## src/rtl/reg_file_sb_pkg.sv

```systemverilog
// Shared constants for the register file and its write scoreboard.
package reg_file_sb_pkg;

    localparam int unsigned REG_NUM    = 32;
    localparam int unsigned DATA_WIDTH = 32;
    localparam int unsigned ADDR_WIDTH = 5;
    localparam int unsigned PEND_WIDTH = 2;

    localparam logic [DATA_WIDTH-1:0] ZERO_WORD     = '0;
    localparam logic [ADDR_WIDTH-1:0] ZERO_REG_ADDR = '0;

    typedef logic [PEND_WIDTH-1:0] pend_t;

endpackage

```

## src/rtl/reg_file_sb_scoreboard.sv

```systemverilog
// Per-register pending-write counters, RAW/full stall and sticky error flag.
module reg_scoreboard
    import reg_file_sb_pkg::*;
#(
    parameter int unsigned REG_NUM    = reg_file_sb_pkg::REG_NUM,
    parameter int unsigned ADDR_WIDTH = reg_file_sb_pkg::ADDR_WIDTH,
    parameter int unsigned PEND_WIDTH = reg_file_sb_pkg::PEND_WIDTH
) (
    input  logic                  clk,
    input  logic                  rst,
    input  logic                  read_en_1,
    input  logic [ADDR_WIDTH-1:0] read_addr_1,
    input  logic                  read_en_2,
    input  logic [ADDR_WIDTH-1:0] read_addr_2,
    input  logic                  issue_en,
    input  logic                  issue_write_en,
    input  logic [ADDR_WIDTH-1:0] issue_write_addr,
    input  logic                  write_en,
    input  logic [ADDR_WIDTH-1:0] write_addr,
    output logic                  stall,
    output logic                  sb_err
);

    logic [PEND_WIDTH-1:0] cnt [REG_NUM];
    logic [REG_NUM-1:0]    fire;
    logic [REG_NUM-1:0]    retire;
    logic                  raw_1, raw_2, full, err_hit;

    // Hazard detection; a retiring last write releases the stall in the same cycle
    // because the read ports bypass the write-back data.
    always_comb begin
        raw_1 = read_en_1 && (read_addr_1 != '0) && (cnt[read_addr_1] != '0)
                && !(write_en && (write_addr == read_addr_1) && (cnt[read_addr_1] == PEND_WIDTH'(1)));
        raw_2 = read_en_2 && (read_addr_2 != '0) && (cnt[read_addr_2] != '0)
                && !(write_en && (write_addr == read_addr_2) && (cnt[read_addr_2] == PEND_WIDTH'(1)));
        full  = issue_write_en && (issue_write_addr != '0) && (cnt[issue_write_addr] == '1)
                && !(write_en && (write_addr == issue_write_addr));
        stall = !rst && (raw_1 || raw_2 || full);
        err_hit = write_en && (write_addr != '0) && (cnt[write_addr] == '0);
    end

    // Per-register issue (fire) and write-back (retire) strobes; index 0 never tracked.
    always_comb begin
        fire   = '0;
        retire = '0;
        for (int unsigned r = 1; r < REG_NUM; r++) begin
            fire[r]   = issue_en && !stall && issue_write_en && (issue_write_addr == ADDR_WIDTH'(r));
            retire[r] = write_en && (write_addr == ADDR_WIDTH'(r));
        end
    end

    // Counter update and sticky error capture.
    always_ff @(posedge clk) begin
        if (rst) begin
            for (int unsigned r = 0; r < REG_NUM; r++) cnt[r] <= '0;
            sb_err <= 1'b0;
        end else begin
            for (int unsigned r = 1; r < REG_NUM; r++) begin
                if (fire[r] && !retire[r])
                    cnt[r] <= cnt[r] + PEND_WIDTH'(1);
                else if (retire[r] && !fire[r] && (cnt[r] != '0))
                    cnt[r] <= cnt[r] - PEND_WIDTH'(1);
            end
            if (err_hit) sb_err <= 1'b1;
        end
    end

endmodule

```

## src/rtl/reg_file_sb.sv

```systemverilog
// Register file with WB->read bypass, $zero hardwired, plus pending-write scoreboard.
module reg_file_sb
    import reg_file_sb_pkg::*;
#(
    parameter int unsigned REG_NUM    = reg_file_sb_pkg::REG_NUM,
    parameter int unsigned DATA_WIDTH = reg_file_sb_pkg::DATA_WIDTH,
    parameter int unsigned ADDR_WIDTH = reg_file_sb_pkg::ADDR_WIDTH,
    parameter int unsigned PEND_WIDTH = reg_file_sb_pkg::PEND_WIDTH
) (
    input  logic                  clk,
    input  logic                  rst,
    input  logic                  read_en_1,
    input  logic [ADDR_WIDTH-1:0] read_addr_1,
    output logic [DATA_WIDTH-1:0] read_data_1,
    input  logic                  read_en_2,
    input  logic [ADDR_WIDTH-1:0] read_addr_2,
    output logic [DATA_WIDTH-1:0] read_data_2,
    input  logic                  issue_en,
    input  logic                  issue_write_en,
    input  logic [ADDR_WIDTH-1:0] issue_write_addr,
    input  logic                  write_en,
    input  logic [ADDR_WIDTH-1:0] write_addr,
    input  logic [DATA_WIDTH-1:0] write_data,
    output logic                  stall,
    output logic                  sb_err
);

    logic [DATA_WIDTH-1:0] regs [REG_NUM];

    // Register storage; writes to index 0 are dropped.
    always_ff @(posedge clk) begin
        if (rst) begin
            for (int unsigned r = 0; r < REG_NUM; r++) regs[r] <= '0;
        end else if (write_en && (write_addr != '0)) begin
            regs[write_addr] <= write_data;
        end
    end

    // Asynchronous read ports with same-cycle write-back bypass.
    always_comb begin
        read_data_1 = '0;
        read_data_2 = '0;
        if (!rst && read_en_1 && (read_addr_1 != '0))
            read_data_1 = (write_en && (write_addr == read_addr_1)) ? write_data : regs[read_addr_1];
        if (!rst && read_en_2 && (read_addr_2 != '0))
            read_data_2 = (write_en && (write_addr == read_addr_2)) ? write_data : regs[read_addr_2];
    end

    reg_scoreboard #(
        .REG_NUM    (REG_NUM),
        .ADDR_WIDTH (ADDR_WIDTH),
        .PEND_WIDTH (PEND_WIDTH)
    ) u_scoreboard (
        .clk              (clk),
        .rst              (rst),
        .read_en_1        (read_en_1),
        .read_addr_1      (read_addr_1),
        .read_en_2        (read_en_2),
        .read_addr_2      (read_addr_2),
        .issue_en         (issue_en),
        .issue_write_en   (issue_write_en),
        .issue_write_addr (issue_write_addr),
        .write_en         (write_en),
        .write_addr       (write_addr),
        .stall            (stall),
        .sb_err           (sb_err)
    );

endmodule

```

## config.mk

```make
export PLATFORM = sky130hd
export DESIGN_NAME = reg_file_sb
export DESIGN_NICKNAME = d
export VERILOG_FILES = /design/src/rtl/reg_file_sb_pkg.sv /design/src/rtl/reg_file_sb_scoreboard.sv /design/src/rtl/reg_file_sb.sv
export SDC_FILE = /design/constraint.sdc
export NUM_CORES = 2
export LEC_CHECK = 0
export CAP_MARGIN = 20
export CORE_UTILIZATION = 47
export CTS_CLUSTER_SIZE = 10
export DETAILED_ROUTE_END_ITERATION = 7
export GPL_TIMING_DRIVEN = 0
export PLACE_DENSITY_LB_ADDON = 0.15
export SLEW_MARGIN = 20
export SYNTH_ARGS = -nofsm -noshare
export SYNTH_HDL_FRONTEND = slang
export SYNTH_SLANG_ARGS = --single-unit
```

## constraint.sdc

```tcl
create_clock -name clk -period 5.2 [get_ports clk]
set_input_delay 1.04 -clock clk [delete_from_list [all_inputs] [get_ports clk]]
set_output_delay 1.04 -clock clk [all_outputs]
set_load 0.03 [all_outputs]
```

==> impl_metrics.json <==
{
  "status": "finished, violations left",
  "failed_checks": "negative setup slack",
  "grt_max_degree": 33,
  "clk_pin_slew_ps": 50,
  "drv_cap": 0,
  "p_sw_frac": 0.270,
  "seqCellArea_mm2": 0.0326,
  "clockPowerShare": 0.382,
  "holdWs_ps": 495,
  "drtIter0Drc": 7953,
  "drive_above_1_share": 0.270,
  "cts_max_path_buffers": 3,
  "grt_overflow": 0,
  "rsz0062_at_grt": "yes",
  "ys_seq_area_frac": 0.528,
  "ys_ff_latch": 1087,
  "design_area_mm2": 0.0711,
  "gp_congestion": 0.965,
  "hold_viol_final": 0,
  "cp-start-kind": "input port",
  "port_buffers": 116,
  "fp.dieH_um": 365,
  "fin_skew_ps": 10.9,
  "synth_cell_types": 83,
  "io_pins": 125,
  "routedWlPerCell_um": 40.7,
  "cts_buffers": 132,
  "synth_edf_count": 1086,
  "grt_pass1_vias": 44000,
  "start_util": 0.475,
  "via_per_inst": 7.23,
  "synthFlopType": "edfxtp_1",
  "synth.area.mux_share": 0.260,
  "vias": 45400,
  "synth_simple_gate_area_frac": 0.140,
  "post-route-util": 0.547,
  "synth_top_family_by_area": "multiplexers",
  "p_leak_nw": 25.4,
  "detail_route.first_pass.iterations": 8,
  "multi_input_area_mm2": 0.0276,
  "fill_cells": 10600,
  "final_nets": 4544,
  "rows": 132,
  "grtUsageTotal": 0.387,
  "core_area_mm2": 0.130,
  "die_area_mm2": 0.133,
  "area_growth_pct": 15.1,
  "syn-instance-count": 4159,
  "synthXorXnorAreaFrac": 0.00213,
  "synth-compound-area-share": 0.0349,
  "fin_crit_ps": 5290,
  "synth-adder-area-share": 0.000203,
  "ant_nets": 0,
  "crit_arrival_ps": 4250,
  "cts_num_sinks": 1087,
  "cts-root-buf": "clkbuf_16",
  "crit_type": "input port to output pin",
  "pwr-share-comb": 0.152,
  "slew_headroom": 0.127,
  "cp.required_ps": 4160,
  "drc": 0,
  "grt_pass1_wl_mm": 348,
  "total_power_mw": 22.4,
  "end_kind": "output pin",
  "drv_slew": 0,
  "ys_async_sr_fraction": 0,
  "antenna_found_initial": 4,
  "worst_ir_drop_vdd_mv": 0.362,
  "routed_wl_mm": 256,
  "placedInstanceArea_mm2": 0.0662,
  "pre_cts_slack_ps": -2160,
  "internal_power_mw": 16.3,
  "tightestPinTransition_ps": 1300,
  "period_share": 1.02,
  "hpwl_mm": 177,
  "die_w_um": 365,
  "setup_viol": 8,
  "clk_latency_ps": 800,
  "p_switching_mw": 6.05,
  "setup_slack_ps": -89.1,
  "p_per_area_mw_per_mm2": 315,
  "clock.fmax_mhz": 189,
  "layout_commonest_cell": "edfxtp_1",
  "cts_tree": "yes",
  "seqPwrFrac": 0.466,
  "h-tree-depth": 4,
  "layout_common_cells": "edfxtp_1 (1086), mux4_2 (673), and2_1 (516), and3_1 (484), clkbuf_1 (325)",
  "min_path_type": "flop to flop",
  "yosys_warnings": 0,
  "netlist_area_mm2": 0.0618,
  "worstPathMaxFanout": 10,
  "syn_avg_cell_area_um2": 14.9
}
==> critical path, stage by stage <==
cell and delay (ps):
clkdlybuf4s50_1 590, buf_6 220, buf_6 250, buf_8 230
buf_8 250, mux4_2 350, mux4_2 510, mux2i_2 290
a211oi_2 180, clkdlybuf4s15_2 320
==> metal layers <==
layer / wire [um] / part of all wire / track usage
met2: 111000 / 0.44 / 0.567
met1: 91800 / 0.36 / 0.507
met5: 332 / 0.0013 / 0.00799
met4: 18500 / 0.072 / 0.231
met3: 33900 / 0.13 / 0.120
==> cell type report <==
cell class / instances / share of cell area
clock inverters: 23 / 0.00253
diodes: 5 / 0.000176
flip-flops and latches: 1087 / 0.459
repair buffers: 160 / 0.0254
plain buffers: 499 / 0.0432
inverters: 24 / 0.00160
multi-input cells: 2580 / 0.388
well taps: 1742 / 0.0307
clock buffers: 161 / 0.0498
==> registers in the layout (all words and copies together), names as in the netlist <==
register and count:
u_scoreboard.cnt 62, u_scoreboard.sb_err 1, regs 1024
==> power by group through the flow <==
stage / sequential [mW] / combinational [mW] / clock, mW
6_report: 10.4 / 3.40 / 8.54
5_1_grt: 10.5 / 3.45 / 8.77
4_1_cts: 10.4 / 3.30 / 8.45
3_5_place_dp: 10.6 / 3.21 / 0
3_3_place_gp: 10.6 / 3.10 / 0
2_1_floorplan: 10.5 / 1.92 / 0
==> logic make-up after synthesis <==
kind of cell,count (synthesis)
other cells,1
xor+xnor,15
flops,1087
compound gates,288
buf+inv,523
fa+ha+maj,1
simple gates,1482
mux,762
==> metrics by stage <==
stage,setup TNS (ps),std cells
final,-165,6281
after global routing,-6.25,6276
after CTS,-0.376,6272
after detailed placement,-141660,6084
after global placement,-1508300,6048
after floorplan,0,4190
==> cell usage after synthesis, types with 22 or more instances <==
master	count	area share
a211oi_1	73	0.0089
a21oi_1	40	0.0032
and2_1	516	0.052
and3_1	484	0.049
buf_1	65	0.0040
buf_2	39	0.0032
clkbuf_1	382	0.023
edfxtp_1	1086	0.53
inv_1	22	0.0013
mux2i_1	81	0.013
mux4_2	673	0.25
nand2_1	98	0.0060
nand3_1	39	0.0032
nor2_1	156	0.0095
nor3_1	39	0.0032
nor3b_1	32	0.0039
o211ai_1	28	0.0034
o21ai_0	31	0.0025
==> worst paths after layout <==
check                         start                      end  slack, ps  depth (start not counted)
max                  read_addr_2[1]           read_data_2[0]        -90                         10
max reg2reg  u_scoreboard.cnt[6][0]  u_scoreboard.cnt[16][0]       1310                          8
min             u_scoreboard.sb_err      u_scoreboard.sb_err        500                          2
min reg2reg     u_scoreboard.sb_err      u_scoreboard.sb_err        500                          2
==> timing repair <==
action,in CTS,in global routing
pin swaps,2,1
buffers inserted,4,3
setup endpoints to repair,65,56
gates cloned,0,0
resized for setup,598,138
hold buffers,0,0
endpoints found under the hold margin,0,0
(Power assumes the default switching activity.)
